[src/rtl/line_sched_pkg.sv]
// Shared types and constants for the line scheduler: FSM encoding, address width
// and error flag bit positions.
package line_sched_pkg;

   typedef enum logic [1:0] {
      S_IDLE      = 2'd0,
      S_LINE_WAIT = 2'd1,
      S_ISSUE     = 2'd2,
      S_DRAIN     = 2'd3
   } state_t;

   localparam int unsigned ADDR_W = 20;

   localparam int unsigned ERR_FS_BUSY  = 0;
   localparam int unsigned ERR_DONE_UFL = 1;

endpackage

[src/rtl/credit_counter.sv]
// Saturating up/down counter used for line credits and in-flight tracking.
// Simultaneous inc/dec leaves the count unchanged; dec at zero is dropped and flagged.
module credit_counter #(
   parameter int unsigned MAX  = 1,
   parameter int unsigned INIT = 0,
   parameter int unsigned W    = $clog2(MAX) + 1
) (
   input  logic         i_clk,
   input  logic         i_rst_n,
   input  logic         i_inc,
   input  logic         i_dec,
   output logic [W-1:0] o_count,
   output logic         o_underflow
);

   logic [W-1:0] r_count;
   logic [W-1:0] w_count_nxt;
   logic         w_at_max;
   logic         w_at_zero;
   logic         w_inc_ok;
   logic         w_dec_ok;

   always_comb begin
      w_at_max    = (r_count == W'(MAX));
      w_at_zero   = (r_count == '0);
      // At MAX an inc is only legal when a dec cancels it in the same cycle.
      w_inc_ok    = i_inc && (!w_at_max || i_dec);
      w_dec_ok    = i_dec && !w_at_zero;
      o_underflow = i_dec && w_at_zero;
      w_count_nxt = r_count;
      if (w_inc_ok && !w_dec_ok) begin
         w_count_nxt = r_count + W'(1);
      end else if (w_dec_ok && !w_inc_ok) begin
         w_count_nxt = r_count - W'(1);
      end
   end

   always_ff @(posedge i_clk or negedge i_rst_n) begin
      if (!i_rst_n) begin
         r_count <= W'(INIT);
      end else begin
         r_count <= w_count_nxt;
      end
   end

   assign o_count = r_count;

endmodule

[src/rtl/line_scheduler.sv]
// Raster-order pixel work-item issuer, throttled by downstream line credits and an
// in-flight limit matching the sort window; reports frame completion and errors.
module line_scheduler
   import line_sched_pkg::*;
#(
   parameter int unsigned H_DISP       = 1280,
   parameter int unsigned V_DISP       = 720,
   parameter int unsigned N            = 16,
   parameter int unsigned LINE_CREDITS = 1
) (
   input  logic                     PPL_clk,
   input  logic                     rst_n,
   input  logic                     enable,
   input  logic                     frame_start,
   input  logic                     line_release,
   output logic                     pix_valid,
   input  logic                     pix_ready,
   output logic [ADDR_W-1:0]        pix_addr,
   output logic [$clog2(H_DISP):0]  pix_x,
   output logic [$clog2(V_DISP):0]  pix_y,
   input  logic                     pix_done,
   output logic                     busy,
   output logic                     frame_done,
   output logic [1:0]               err
);

   localparam int unsigned XW = $clog2(H_DISP) + 1;
   localparam int unsigned YW = $clog2(V_DISP) + 1;
   localparam int unsigned IW = $clog2(N) + 1;
   localparam int unsigned CW = $clog2(LINE_CREDITS) + 1;

   state_t              r_state;
   state_t              w_state_nxt;
   logic [XW-1:0]       r_x;
   logic [XW-1:0]       w_x_nxt;
   logic [YW-1:0]       r_y;
   logic [YW-1:0]       w_y_nxt;
   logic [ADDR_W-1:0]   r_addr;
   logic [ADDR_W-1:0]   w_addr_nxt;
   logic [1:0]          r_err;
   logic [1:0]          w_err_set;
   logic [IW-1:0]       w_inflight;
   logic [CW-1:0]       w_credit;
   logic                w_credit_take;
   logic                w_credit_ufl_unused;
   logic                w_done_ufl;
   logic                w_xfer;
   logic                w_last_x;
   logic                w_last_y;

   credit_counter #(
      .MAX  (LINE_CREDITS),
      .INIT (LINE_CREDITS),
      .W    (CW)
   ) u_line_credit (
      .i_clk       (PPL_clk),
      .i_rst_n     (rst_n),
      .i_inc       (line_release),
      .i_dec       (w_credit_take),
      .o_count     (w_credit),
      .o_underflow (w_credit_ufl_unused)
   );

   credit_counter #(
      .MAX  (N),
      .INIT (0),
      .W    (IW)
   ) u_inflight (
      .i_clk       (PPL_clk),
      .i_rst_n     (rst_n),
      .i_inc       (w_xfer),
      .i_dec       (pix_done),
      .o_count     (w_inflight),
      .o_underflow (w_done_ufl)
   );

   always_comb begin
      w_last_x      = (r_x == XW'(H_DISP - 1));
      w_last_y      = (r_y == YW'(V_DISP - 1));
      pix_valid     = (r_state == S_ISSUE) && (w_inflight < IW'(N));
      w_xfer        = pix_valid && pix_ready;
      w_credit_take = 1'b0;
      frame_done    = 1'b0;
      w_state_nxt   = r_state;
      w_x_nxt       = r_x;
      w_y_nxt       = r_y;
      w_addr_nxt    = r_addr;
      case (r_state)
         S_IDLE: begin
            if (frame_start && enable) begin
               w_state_nxt = S_LINE_WAIT;
               w_x_nxt     = '0;
               w_y_nxt     = '0;
               w_addr_nxt  = '0;
            end
         end
         S_LINE_WAIT: begin
            if (w_credit != '0) begin
               w_credit_take = 1'b1;
               w_state_nxt   = S_ISSUE;
            end
         end
         S_ISSUE: begin
            if (w_xfer) begin
               w_addr_nxt = r_addr + ADDR_W'(1);
               if (w_last_x) begin
                  w_x_nxt     = '0;
                  w_y_nxt     = r_y + YW'(1);
                  w_state_nxt = w_last_y ? S_DRAIN : S_LINE_WAIT;
               end else begin
                  w_x_nxt = r_x + XW'(1);
               end
            end
         end
         S_DRAIN: begin
            if (w_inflight == '0) begin
               frame_done  = 1'b1;
               w_state_nxt = S_IDLE;
            end
         end
         default: w_state_nxt = S_IDLE;
      endcase
   end

   always_comb begin
      w_err_set               = '0;
      w_err_set[ERR_FS_BUSY]  = frame_start && (r_state != S_IDLE);
      w_err_set[ERR_DONE_UFL] = w_done_ufl;
   end

   always_ff @(posedge PPL_clk or negedge rst_n) begin
      if (!rst_n) begin
         r_state <= S_IDLE;
         r_x     <= '0;
         r_y     <= '0;
         r_addr  <= '0;
         r_err   <= '0;
      end else begin
         r_state <= w_state_nxt;
         r_x     <= w_x_nxt;
         r_y     <= w_y_nxt;
         r_addr  <= w_addr_nxt;
         r_err   <= r_err | w_err_set;
      end
   end

   assign pix_addr = r_addr;
   assign pix_x    = r_x;
   assign pix_y    = r_y;
   assign busy     = (r_state != S_IDLE);
   assign err      = r_err;

endmodule

[config.mk]
export PLATFORM = sky130hd
export DESIGN_NAME = line_scheduler
export DESIGN_NICKNAME = d
export VERILOG_FILES = /design/src/rtl/line_sched_pkg.sv /design/src/rtl/credit_counter.sv /design/src/rtl/line_scheduler.sv
export SDC_FILE = /design/constraint.sdc
export NUM_CORES = 1
export LEC_CHECK = 0
export ABC_AREA = 1
export CORE_ASPECT_RATIO = 1.2
export CORE_MARGIN = 5
export CORE_UTILIZATION = 30
export CTS_CLUSTER_SIZE = 10
export DETAILED_ROUTE_END_ITERATION = 6
export MAX_ROUTING_LAYER = met4
export SLEW_MARGIN = 10
export SYNTH_ARGS = -nofsm -noshare
export SYNTH_HDL_FRONTEND = slang
export SYNTH_SLANG_ARGS = --single-unit
[constraint.sdc]
create_clock -name PPL_clk -period 2.3 [get_ports PPL_clk]
set_input_delay 0.46 -clock PPL_clk [delete_from_list [all_inputs] [get_ports PPL_clk]]
set_output_delay 0.46 -clock PPL_clk [all_outputs]
set_load 0.005 [all_outputs]
==> results_dict.tcl, run 1 <==
set metrics [dict create \
    synth-seq-cells 53 \
    viasPerCell 4.70 \
    die_h_microns 122 \
    critPathMaxFanout 4 \
    vias 2922 \
    maxCapViolCount 0 \
    path_class "primary input to flop" \
    cts.clk_slew.worst_paths_ps 70 \
    synth-seq-area-share 0.423 \
    regArea_sq_um 1330 \
    fin_setup_tns_ps 0 \
    synthToLayoutAreaGrowth_pct 29.0 \
    cts_buffer_depth 2 \
    drive_gt1_frac 0.0811 \
    numCtsBuffers 5 \
    cts.sinks 53 \
    status "finished, final reports clean" \
    fin_crit_ps 2150 \
    synth_edf_count 0 \
    synthTopCellsByArea "dfrtp_1, nand2_1, nor2_1" \
    drtIter0Drc 97 \
    portBuffers 54 \
    reg2reg_depth 10 \
    yosys_warnings 0 \
    setup_viol 0 \
    cp-end-kind "flop" \
    core_area_sq_um 10400 \
    htree_levels 2 \
    cts_tree "built" \
    die_x_microns 103 \
    grt_pass1_vias 2962 \
    cts_hold_buf 0 \
    cts_root_buffer "clkbuf_16" \
    gp_congestion 0.856 \
    ant_nets 0 \
    synth.largest_area_cell "dfrtp_1" \
    rr_startpoint "r_state[0]" \
    layout.nets 508 \
    io_pins 55 \
    powerDensity_nw_per_um2 855 \
    rows 41 \
    yosysTopAreaCellShare 0.415 \
    reg2reg_to "u_inflight.o_count[3]" \
    grt_antenna_before_repair 0 \
    dieArea_sq_um 12600 \
    syn-num-nets 442 \
    synth_cell_type_count 36 \
    syn_inst 426 \
    fmax_mhz 466 \
    leakage_nw 1.94 \
    final_cell_area_sq_um 4040 \
    hpwl_microns 6130 \
    ir_worst_vdd_v 0.000438 \
    gr-total-overflow 0 \
    tightest_slew_ps 546 \
    routed_wirelength_microns 7990 \
    cp.required_ps 2500 \
    first_pass_iters 7 \
    dpl_cell_area_sq_um 3870 \
    num-fill-cells 1105 \
    grt_max_degree 24 \
    grt_util_all_layers 0.137 \
    clock_skew_ps 7.74 \
    start_util 0.303 \
    maxSlewHeadroom 0.636 \
    final-hold-violation-count 0 \
    post-cts-setup-buffer-count 0 \
    worstPathArrival_ps 2350 \
    ys_async_sr_fraction 1.00 \
    hp-class "primary input to async pin" \
    wl_per_cell_microns 12.8 \
    slew_violations 0 \
    r2r_setup_slack_ps 260 \
    synth_area_sq_um 3140 \
    finalCritPeriodShare 0.933 \
    grt_pass1_wl_microns 13600 \
    insertion_delay_ps 290 \
    start_kind "primary input" \
    antenna_cells 0 \
    multiInputGateArea_sq_um 1580 \
    drc 0 \
    synth_ff_type "dfrtp_1" \
    syn-mean-instance-area_sq_um 7.36 \
]
## where the power goes
group / switching, mW / total, mW / internal [mW]
registers: 0.249 / 1.37 / 1.12
clock network: 0.344 / 0.749 / 0.405
logic: 0.670 / 1.34 / 0.666
total: 1.26 / 3.46 / 2.19
## stage by stage
stage	power, mW	utilization	hold slack, ps	setup WS [ps]	cells
2_1_floorplan	2.04	-	164	200	426
3_3_place_gp	2.62	0.374	448	-205	614
3_5_place_dp	2.67	0.374	448	-251	614
4_1_cts	3.44	0.388	175	2.46	622
5_1_grt	3.73	0.390	198	-19.0	622
6_report	3.46	0.390	145	154	622
## cells by family (layout without fill, tap and decap cells)
logic type / count (synthesis) / after routing / share of synthesized area
adder cells (fa/ha/maj): 9 / 9 / 0.0383
flip-flops: 53 / 53 / 0.423
AND/OR/NAND/NOR: 241 / 241 / 0.341
AO/OA/AOI/OAI: 53 / 53 / 0.0910
XOR/XNOR: 9 / 9 / 0.0251
buffers and inverters: 61 / 128 / 0.0814
## timing repair
action	CTS	global route
gates resized for setup	0	7
endpoints found under the setup margin	0	2
hold endpoints to repair	0	0
## how the worst max path moves through the flow
stage                                 end  slack, ps  cells after the start                  start
floorplan           u_inflight.o_count[4]        200                     13             r_state[1]
global placement    u_inflight.o_count[4]       -210                     12              pix_ready
detailed placement  u_inflight.o_count[4]       -250                     12              pix_ready
CTS                            frame_done          2                      5  u_inflight.o_count[4]
global route        u_inflight.o_count[4]        -20                     12              pix_ready
finish              u_inflight.o_count[3]        150                     10              pix_ready
## critical path: stages
cell             delay (ps)
clkdlybuf4s50_1         520
nand3_4                  80
inv_1                    70
ha_1                    190
inv_1                   120
ha_1                    340
a21oi_1                 200
nand2_1                  90
xnor2_1                 120
o21ai_0                 150
## cell usage after synthesis (2+ instances only)
library cell	count
inv_1	52
nand2_1	111
nand2_4	2
nand4_1	11
o21bai_1	3
o21ai_0	17
buf_4	2
nor2_1	58
o21ai_1	13
nand3_1	38
buf_6	2
nor3_1	9
xor2_1	6
dfrtp_1	52
a21oi_1	15
ha_1	8
buf_2	3
xnor2_1	3
nor2_2	2
nand3_2	3
## layout by cell type, fill, tap and decap left out, drive strengths merged, types with 8 or more instances in the layout
master           n
ha               8
a21oi           15
nand3           42
clkdlybuf4s50   52
nand2          114
buf             14
nor2            61
dfrtp           52
nand4           11
inv             53
nor3            10
o21ai           30
## metal layers
metal | up-vias | track usage | share of wire | wire length, microns
met3 | 8 | 0.0258 | 0.050 | 399
met4 | 0 | 0.0283 | 0.010 | 82
met1 | 1347 | 0.174 | 0.45 | 3600
met5 | - | - | 0 | 0
met2 | 58 | 0.227 | 0.49 | 3910
li1 | 1509 | - | - | -
## state kept, by name, indices dropped and copies added (netlist names)
| name | count |
|---|---|
| err | 2 |
| u_line_credit.o_count | 1 |
| pix_y | 11 |
| u_inflight.o_count | 5 |
| r_state | 2 |
| pix_addr | 20 |
| pix_x | 12 |
## area by class of cell
type                            count  area share
Clock buffer                        6      0.0319
Sequential cell                    53       0.328
Clock inverter                      2     0.00371
Multi-Input combinational cell    312       0.390
Timing Repair Buffer               67       0.157
Inverter                           53      0.0492
Tap cell                          129      0.0399
Power figures use the tool's default switching activity.
==> run 2, diff against run 1 <==
--- a/config.mk
+++ b/config.mk
@@ -12,6 +12,7 @@
 export CTS_CLUSTER_SIZE = 10
 export DETAILED_ROUTE_END_ITERATION = 6
 export MAX_ROUTING_LAYER = met4
+export PLACE_DENSITY = 0.49
 export SLEW_MARGIN = 10
 export SYNTH_ARGS = -nofsm -noshare
 export SYNTH_HDL_FRONTEND = slang
==> results_dict.tcl, run 2 (synthesis results as in run 1) <==
set metrics [dict create \
    final_common_cell "nand2_1" \
    cts_root_buffer "clkbuf_16" \
    finalCritPeriodShare 0.926 \
    path_class "flop to output pin" \
    insertion_delay_ps 290 \
    die_x_microns 103 \
    reg2reg_to "u_inflight.o_count[4]" \
    num-fill-cells 1101 \
    slowest_delay_ps 520 \
    final_cell_mix "nand2_1, nor2_1, dfrtp_1, clkdlybuf4s50_1, inv_1" \
    multiInputGateArea_sq_um 1570 \
    portBuffers 54 \
    crit_chain "inv_1 -> nand2_1 -> nor2_1 -> clkdlybuf4s50_1" \
    clock_skew_ps 5.80 \
    tightest_slew_ps 574 \
    gr-total-overflow 0 \
    r2r_setup_slack_ps 190 \
    viasPerCell 4.68 \
    powerDensity_nw_per_um2 862 \
    fin_crit_ps 2130 \
    slew_violations 0 \
    slowest_stage "clkdlybuf4s50_1" \
    cts.sinks 53 \
    critPathMaxFanout 4 \
    leakage_nw 2.01 \
    drtIter0Drc 87 \
    cts.clk_slew.worst_paths_ps 70 \
    dpl_cell_area_sq_um 3920 \
    ant_nets 0 \
    cp-end-kind "output pin" \
    grt_antenna_before_repair 0 \
    rows 41 \
    final-hold-violation-count 0 \
    start_util 0.303 \
    rr_startpoint "u_inflight.o_count[3]" \
    synthToLayoutAreaGrowth_pct 32.4 \
    drc 0 \
    gp_congestion 0.790 \
    dieArea_sq_um 12600 \
    cts_buffer_depth 2 \
    final_cell_area_sq_um 4150 \
    vias 2960 \
    io_pins 55 \
    hpwl_microns 6100 \
    drive_gt1_frac 0.101 \
    cts_hold_buf 0 \
    status "finished, final reports clean" \
    start_kind "flop" \
    routed_wirelength_microns 8130 \
    setup_viol 0 \
    fin_setup_tns_ps 0 \
    grt_util_all_layers 0.142 \
    numCtsBuffers 5 \
    fin_util 0.401 \
    layout.nets 518 \
    maxCapViolCount 0 \
    grt_pass1_wl_microns 13900 \
    worstPathArrival_ps 1670 \
    first_pass_iters 4 \
    ir_worst_vdd_v 0.000394 \
    holdWs_ps 157 \
    htree_levels 2 \
    hp-class "primary input to async pin" \
    die_h_microns 122 \
    regArea_sq_um 1330 \
    cp.required_ps 1840 \
    fmax_mhz 470 \
    grt_pass1_vias 2929 \
    largest_reg_flops 20 \
    antenna_cells 0 \
    wl_per_cell_microns 12.9 \
    core_area_sq_um 10400 \
    reg2reg_depth 11 \
    cts_tree "built" \
    maxSlewHeadroom 0.618 \
    grt_max_degree 32 \
]
## run 2: report_power, final
part	total (mW)	switching, mW	internal, mW	leakage (nW)
combinational	1.41	0.654	0.756	1.30
clock	0.806	0.344	0.462	0.0799
sequential	1.36	0.236	1.12	0.635
## run 2: layout make-up
class,instances,share of cell area
timing repair buffer,77,0.177
clock inverter,1,0.00121
multi-input combinational,312,0.378
tap,129,0.0389
clock buffer,7,0.0368
sequential,53,0.320
inverter,53,0.0479
## run 2: through the flow
step                      setup WS, ps  instances  power [mW]
final                              171        632        3.58
after global routing             -1.40        632        3.86
after CTS                         17.9        626        3.55
after detailed placement          -243        617        2.71
after global placement            -191        617        2.69
after floorplan                    200        426        2.04
## run 2: worst max-delay path: cells and delay by family (launching register included)
family	cells	cell delay [ps]
buffers and inverters	2	650
DFF	1	440
and+or+nand+nor	2	290
## run 2: how the worst max path moves through the flow
stage	start	to	slack (ps)	cells after the start
CTS	u_inflight.o_count[4]	frame_done	20	5
detailed placement	pix_ready	u_inflight.o_count[4]	-240	10
global route	u_inflight.o_count[3]	u_inflight.o_count[4]	-1	13
global placement	pix_ready	u_inflight.o_count[4]	-190	10
floorplan	r_state[1]	u_inflight.o_count[4]	200	13
finish	r_state[0]	pix_valid	170	4
## run 2: layer usage
layer / track usage / routed length (microns) / vias up
li1: - / - / 1515
met1: 0.171 / 3720 / 1398
met2: 0.244 / 4070 / 42
met3: 0.0235 / 253 / 5
met4: 0.0340 / 93 / 0
met5: - / 0 / -
## run 2: repair_timing
action	4_1_cts	5_1_grt
pin swaps	1	2
resized for setup	1	6
buffers inserted	1	6
setup endpoints to repair	1	2
